File: src/rtl/expr_pipe_eval.sv
// Pipelined evaluator for a selectable Verilog expression with context-width semantics.
// The expression is resolved at entry; the slots carry the finished result and flag.
module expr_pipe_eval #(
    parameter int unsigned AW       = 6,
    parameter int unsigned BW       = 6,
    parameter int unsigned OW       = 6,
    parameter bit          A_SIGNED = 1'b1,
    parameter bit          B_SIGNED = 1'b1,
    parameter int unsigned STAGES   = 2
) (
    input  logic          clk,
    input  logic          rst,
    input  logic          in_valid,
    output logic          in_ready,
    input  logic [3:0]    op,
    input  logic [AW-1:0] a,
    input  logic [BW-1:0] b,
    output logic          out_valid,
    input  logic          out_ready,
    output logic [OW-1:0] y,
    output logic          flag,
    output logic [15:0]   cnt
);

    localparam int unsigned CW_AB = (AW > BW) ? AW : BW;
    localparam int unsigned CW    = (CW_AB > OW) ? CW_AB : OW;
    localparam int unsigned BX    = (BW > 32) ? BW : 32;
    localparam bit          SCTX  = A_SIGNED && B_SIGNED;

    logic [CW-1:0] a_sx, a_zx, b_sx, b_zx;
    logic [CW-1:0] ax, bx, ash;
    logic          b_big;
    logic [CW-1:0] res_r;
    logic          res_f;
    logic [OW-1:0] res_y;

    logic [STAGES-1:0] vld_q, vld_d;
    logic [STAGES-1:0] flg_q, flg_d;
    logic [OW-1:0]     dat_q [STAGES];
    logic [OW-1:0]     dat_d [STAGES];
    logic [STAGES-1:0] adv;
    logic [15:0]       cnt_q, cnt_d;
    logic              accept;

    // Operand extension: shared context for most ops, a's own signedness for shifts
    assign a_sx  = CW'($signed(a));
    assign a_zx  = CW'(a);
    assign b_sx  = CW'($signed(b));
    assign b_zx  = CW'(b);
    assign ax    = SCTX ? a_sx : a_zx;
    assign bx    = SCTX ? b_sx : b_zx;
    assign ash   = A_SIGNED ? a_sx : a_zx;
    assign b_big = (BX'(b) >= BX'(CW));

    // Expression evaluation in the CW-bit context
    always_comb begin
        res_r = '0;
        res_f = 1'b0;
        case (op)
            4'd0:  res_r = ax + bx;
            4'd1:  res_r = ax - bx;
            4'd2:  res_r = ax * bx;
            4'd3:  res_r = ax & bx;
            4'd4:  res_r = ax | bx;
            4'd5:  res_r = ax ^ bx;
            4'd6:  res_r = ax ~^ bx;
            4'd7: begin
                if (SCTX) res_r = CW'($signed(ax) < $signed(bx));
                else      res_r = CW'(ax < bx);
            end
            4'd8: begin
                if (SCTX) res_r = CW'($signed(ax) >= $signed(bx));
                else      res_r = CW'(ax >= bx);
            end
            4'd9:  res_r = CW'(ax == bx);
            4'd10: begin
                if (!b_big) res_r = ash << b;
            end
            4'd11: begin
                if (b_big)         res_r = (A_SIGNED && ash[CW-1]) ? '1 : '0;
                else if (A_SIGNED) res_r = $signed(ash) >>> b;
                else               res_r = ash >> b;
            end
            4'd12: res_r = CW'(&a);
            4'd13: res_r = CW'(^a);
            4'd14: begin
                if (bx == '0)  res_f = 1'b1;
                else if (SCTX) res_r = $signed(ax) / $signed(bx);
                else           res_r = ax / bx;
            end
            default: begin
                if (bx == '0)  res_f = 1'b1;
                else if (SCTX) res_r = $signed(ax) % $signed(bx);
                else           res_r = ax % bx;
            end
        endcase
    end

    assign res_y = res_r[OW-1:0];

    // Slot advance: a slot moves if any slot above it is empty, or the whole tail drains
    always_comb begin
        logic full_above;
        full_above = 1'b1;
        adv        = '0;
        for (int i = int'(STAGES) - 1; i >= 0; i--) begin
            adv[i]     = vld_q[i] && (out_ready || !full_above);
            full_above = full_above && vld_q[i];
        end
    end

    assign in_ready = !vld_q[0] || adv[0];
    assign accept   = in_valid && in_ready;

    // Next-state for slots and the consumed-result counter
    always_comb begin
        vld_d    = vld_q;
        flg_d    = flg_q;
        dat_d    = dat_q;
        cnt_d    = cnt_q;
        vld_d[0] = accept || (vld_q[0] && !adv[0]);
        if (accept) begin
            dat_d[0] = res_y;
            flg_d[0] = res_f;
        end
        for (int i = 1; i < int'(STAGES); i++) begin
            vld_d[i] = adv[i-1] || (vld_q[i] && !adv[i]);
            if (adv[i-1]) begin
                dat_d[i] = dat_q[i-1];
                flg_d[i] = flg_q[i-1];
            end
        end
        if (out_valid && out_ready) cnt_d = cnt_q + 16'd1;
    end

    // State registers with synchronous reset discarding all in-flight work
    always_ff @(posedge clk) begin
        if (rst) begin
            vld_q <= '0;
            flg_q <= '0;
            cnt_q <= '0;
            for (int i = 0; i < int'(STAGES); i++) dat_q[i] <= '0;
        end else begin
            vld_q <= vld_d;
            flg_q <= flg_d;
            cnt_q <= cnt_d;
            for (int i = 0; i < int'(STAGES); i++) dat_q[i] <= dat_d[i];
        end
    end

    assign out_valid = vld_q[STAGES-1];
    assign y         = dat_q[STAGES-1];
    assign flag      = flg_q[STAGES-1];
    assign cnt       = cnt_q;

endmodule

File: config.mk
export PLATFORM = sky130hd
export DESIGN_NAME = expr_pipe_eval
export DESIGN_NICKNAME = d
export VERILOG_FILES = /design/src/rtl/expr_pipe_eval.sv
export SDC_FILE = /design/constraint.sdc
export NUM_CORES = 1
export LEC_CHECK = 0
export ABC_AREA = 1
export BUFFER_PORTS_ARGS = -buffer_cell sky130_fd_sc_hd__buf_2
export CAP_MARGIN = 0
export CELL_PAD_IN_SITES_DETAIL_PLACEMENT = 1
export CELL_PAD_IN_SITES_GLOBAL_PLACEMENT = 1
export CORE_MARGIN = 4
export CORE_UTILIZATION = 47
export DETAILED_ROUTE_END_ITERATION = 8
export GPL_TIMING_DRIVEN = 0
export PLACE_DENSITY = 0.95
export RECOVER_POWER = 100
export SKIP_LAST_GASP = 1
export SLEW_MARGIN = 5
export SYNTH_ARGS = -nofsm -noshare
export SYNTH_HDL_FRONTEND = slang
export SYNTH_SLANG_ARGS = --single-unit
File: constraint.sdc
create_clock -name clk -period 20.9 [get_ports clk]
set_input_delay 3.135 -clock clk [delete_from_list [all_inputs] [get_ports clk]]
set_output_delay 3.135 -clock clk [all_outputs]
set_load 0.01 [all_outputs]
==> results.sh <==
export IMPL_reported_max_cap_violation_count=0
export IMPL_grt_first_pass_wirelength_mm=27.38
export IMPL_post_synth_cell_area_avg_sq_um=6.570
export IMPL_cell_area_power_density_nw_per_um2=77.79
export IMPL_drive_above_1_share=0.1135
export IMPL_totalPowerFinal_mw=0.4137
export IMPL_deepest_level_of_the_cts_h_tree=2
export IMPL_hold_path_endpoint="cnt[15]"
export IMPL_final_max_slew_viol_count=0
export IMPL_comb_power_share=0.736
export IMPL_core_area_sq_um=10280
export IMPL_reg_to_reg_setup_timing_slack_ps=18280
export IMPL_crit_top_cell="sky130_fd_sc_hd__nand2_1"
export IMPL_capture_point_of_the_worst_reg_to_reg_path="cnt[15]"
export IMPL_crit_path_largest_cell_delay_ps=740
export IMPL_peakVddDrop_uv=40.52
export IMPL_initial_utilization=0.4808
export IMPL_global_route_usage_total=0.2638
export IMPL_drt_iter0_drc=277
export IMPL_holdCritStartpoint="cnt[15]"
export IMPL_maximum_fanout_along_the_worst_path=13
export IMPL_die_area_sq_um=12220
export IMPL_clock_network_power_share=0.107
export IMPL_post_cts_resize_count=0
export IMPL_flop_and_latch_count_out_of_synthesis=32
export IMPL_class_of_the_most_critical_setup_path="in -> reg"
export IMPL_ant_nets=0
export IMPL_worst_slew_pin_transition_ps=777.2
export IMPL_antenna_cells_inserted=0
export IMPL_clock_fmax_ghz=0.07655
export IMPL_result_of_the_run="completed"
export IMPL_remaining_drc_errors=0
export IMPL_post_dp_hpwl_mm=13.42
export IMPL_clk_latency_ps=280
export IMPL_synth_distinct_cells=57
export IMPL_clkSlewWorstSetupHoldPaths_ps=60
export IMPL_sw_power_mw=0.2101
export IMPL_seq_power_share=0.158
export IMPL_global_route_overflow_total=0
export IMPL_setup_tns_final_ps=0
export IMPL_gate_count_of_the_mapped_netlist=752
export IMPL_grt_pass1_vias=5750
export IMPL_rows=37
export IMPL_timing_reg2reg_worst_path_depth=15
export IMPL_area_growth_syn_to_layout_pct=7.647
export IMPL_pin_count_of_the_biggest_net_entering_global_routing=14
export IMPL_mappedNetlistNets=838
export IMPL_postCtsSetupRepairBufs=0
export IMPL_avgRoutedWirePerCell_um=17.19
export IMPL_hold_viol=0
export IMPL_wl_mm=16.13
export IMPL_die_height_um=110.5
export IMPL_vias=5278
export IMPL_nets=888
export IMPL_die_width_um=110.5
export IMPL_placed_cells=931
export IMPL_timing_final_setup_violations=0
export IMPL_final_min_period_over_clock_period=0.6250
export IMPL_worst_setup_path_start_kind="primary input"
export IMPL_clock_tree_from_tritoncts="built"
export IMPL_reg2reg_from="vld_q[1]"
export IMPL_gp_congestion=0.9658
export IMPL_fin_cells=938
export IMPL_synth_edff_count=0
export IMPL_cts_buffers=5
export IMPL_ys_dominant_reg_cell="sky130_fd_sc_hd__dfxtp_1"
export IMPL_min_delay_path_depth=1
export IMPL_power_internal_mw=0.2036
export IMPL_number_of_antenna_violations_at_the_first_check_in_global_routing=0
export IMPL_first_pass_iters=5
export IMPL_synth_commonest_cells="sky130_fd_sc_hd__nand2_1, sky130_fd_sc_hd__inv_1, sky130_fd_sc_hd__nor2_1, sky130_fd_sc_hd__ha_1, sky130_fd_sc_hd__o21ai_0"
export IMPL_yosys_cell_count_top_type="sky130_fd_sc_hd__nand2_1"
export IMPL_hold_class="reg -> reg"
export IMPL_synth_top_area_share=0.1469
export IMPL_post_synth_instance_area_sq_um=4941
export IMPL_port_buffers=43
export IMPL_ys_seq_area_frac=0.1297
export IMPL_cts_sinks=32
export IMPL_synth_async_sr_flop_share=0
export IMPL_critPathArrivalTime_ps=13200
export IMPL_slowest_stage="sky130_fd_sc_hd__a2111oi_0"
export IMPL_io_pin_count=45
export IMPL_finalWorstPathRequiredPeriod_ps=13060
export IMPL_cp_end_kind="register"
export IMPL_drt_vias_per_instance=5.627
export IMPL_post_synth_top_area_cell="sky130_fd_sc_hd__ha_1"
export IMPL_cts_path_max_buffers=2
export IMPL_synth_top_cells_by_area="sky130_fd_sc_hd__ha_1, sky130_fd_sc_hd__dfxtp_1, sky130_fd_sc_hd__nand2_1"
export IMPL_clock_skew_final_ps=6.663
export IMPL_crit_required_ps=21040
export IMPL_p_sw_frac=0.5078
export IMPL_cell_leakage_power_nw=2.678
export IMPL_clockRootBuffer="sky130_fd_sc_hd__clkbuf_8"
export IMPL_slew_headroom=0.4685
export IMPL_rsz0062_at_grt="no"
export IMPL_yosys_warnings=0
export IMPL_ctsHoldBuffers=0
==> placed cells by master (no fill, tap or decap), drive strengths merged, types with 3 or more instances in the layout <==
master and n:
o22ai 3, or2 11, nor3 14, a21o 3, nand3 53, nand4 11
clkbuf 38, inv 118, nand3b 3, buf 28, fa 8, a31oi 3
nor2 80, ha 58, nand2 158, o2111ai 4, o211ai 8, and2 4
o21ai 59, a21oi 50, dfxtp 32, o21bai 4, a211oi 3, xnor2 17
xor2 15
==> registers in the layout (all words and copies together) (netlist names) <==
name   count
flg_q      2
cnt       16
vld_q      2
y          6
dat_q      6
==> through the flow <==
stage / setup slack [ps] / util / hold slack [ps] / area, sq um
after floorplan: 10570 / - / 456.3 / 4941
after global placement: 9140 / 0.5183 / 453.8 / 5326
after detailed placement: 8672 / 0.5183 / 477.5 / 5326
after CTS: 8950 / 0.5258 / 489.0 / 5404
after global routing: 7004 / 0.5175 / 535.5 / 5319
final: 7837 / 0.5175 / 490.0 / 5319
==> cell families (layout without fill, tap and decap cells) <==
group | Yosys count | in the layout | share of synthesized area
flops | 32 | 32 | 0.1297
fa+ha+maj | 66 | 66 | 0.1793
compound gates | 148 | 148 | 0.1740
buf+inv | 136 | 186 | 0.1213
xor+xnor | 32 | 32 | 0.05672
simple gates | 338 | 338 | 0.3391
==> cell type report <==
class / instances / area, sq um
inverters: 119 / 455.4
well taps: 136 / 170.2
repair buffers: 43 / 183.9
flip-flops and latches: 32 / 640.6
plain buffers: 17 / 136.4
multi-input cells: 584 / 3655
clock inverters: 1 / 5.005
clock buffers: 6 / 72.57
fillers: 1473 / 4959
==> per-layer routing <==
layer | GRT usage | routed length, um | share of wire
met1 | 0.3260 | 7097 | 0.44
met2 | 0.4761 | 7861 | 0.49
met3 | 0.03178 | 792 | 0.049
met4 | 0.07964 | 374 | 0.023
met5 | 0 | 0 | 0
==> worst max path at each step <==
stage | startpoint | to | slack, ps | cells after the start
floorplan | b[0] | dat_q[8] | 10570 | 56
global placement | b[0] | dat_q[8] | 9140 | 58
detailed placement | b[0] | dat_q[8] | 8670 | 58
CTS | b[0] | dat_q[8] | 8950 | 58
global route | b[0] | dat_q[8] | 7000 | 59
finish | b[0] | dat_q[8] | 7840 | 58
==> power by group through the flow <==
| stage | Combinational (mW) | Clock [mW] | Sequential [mW] |
|---|---|---|---|
| after global placement | 0.288 | 0 | 0.0663 |
| after detailed placement | 0.307 | 0 | 0.0665 |
| after global routing | 0.346 | 0.0477 | 0.0656 |
| final | 0.304 | 0.0442 | 0.0652 |
| after floorplan | 0.238 | 0 | 0.0663 |
| after CTS | 0.309 | 0.0451 | 0.0652 |
==> critical path, delay by kind of cell <==
family	cells	cell delay (ps)
adder cells (fa/ha/maj)	7	2040
buffers and inverters	11	1740
XOR/XNOR	1	140
AO/OA/AOI/OAI	9	1990
AND/OR/NAND/NOR	30	4150
Note: power is estimated with default switching activity, not from simulation.
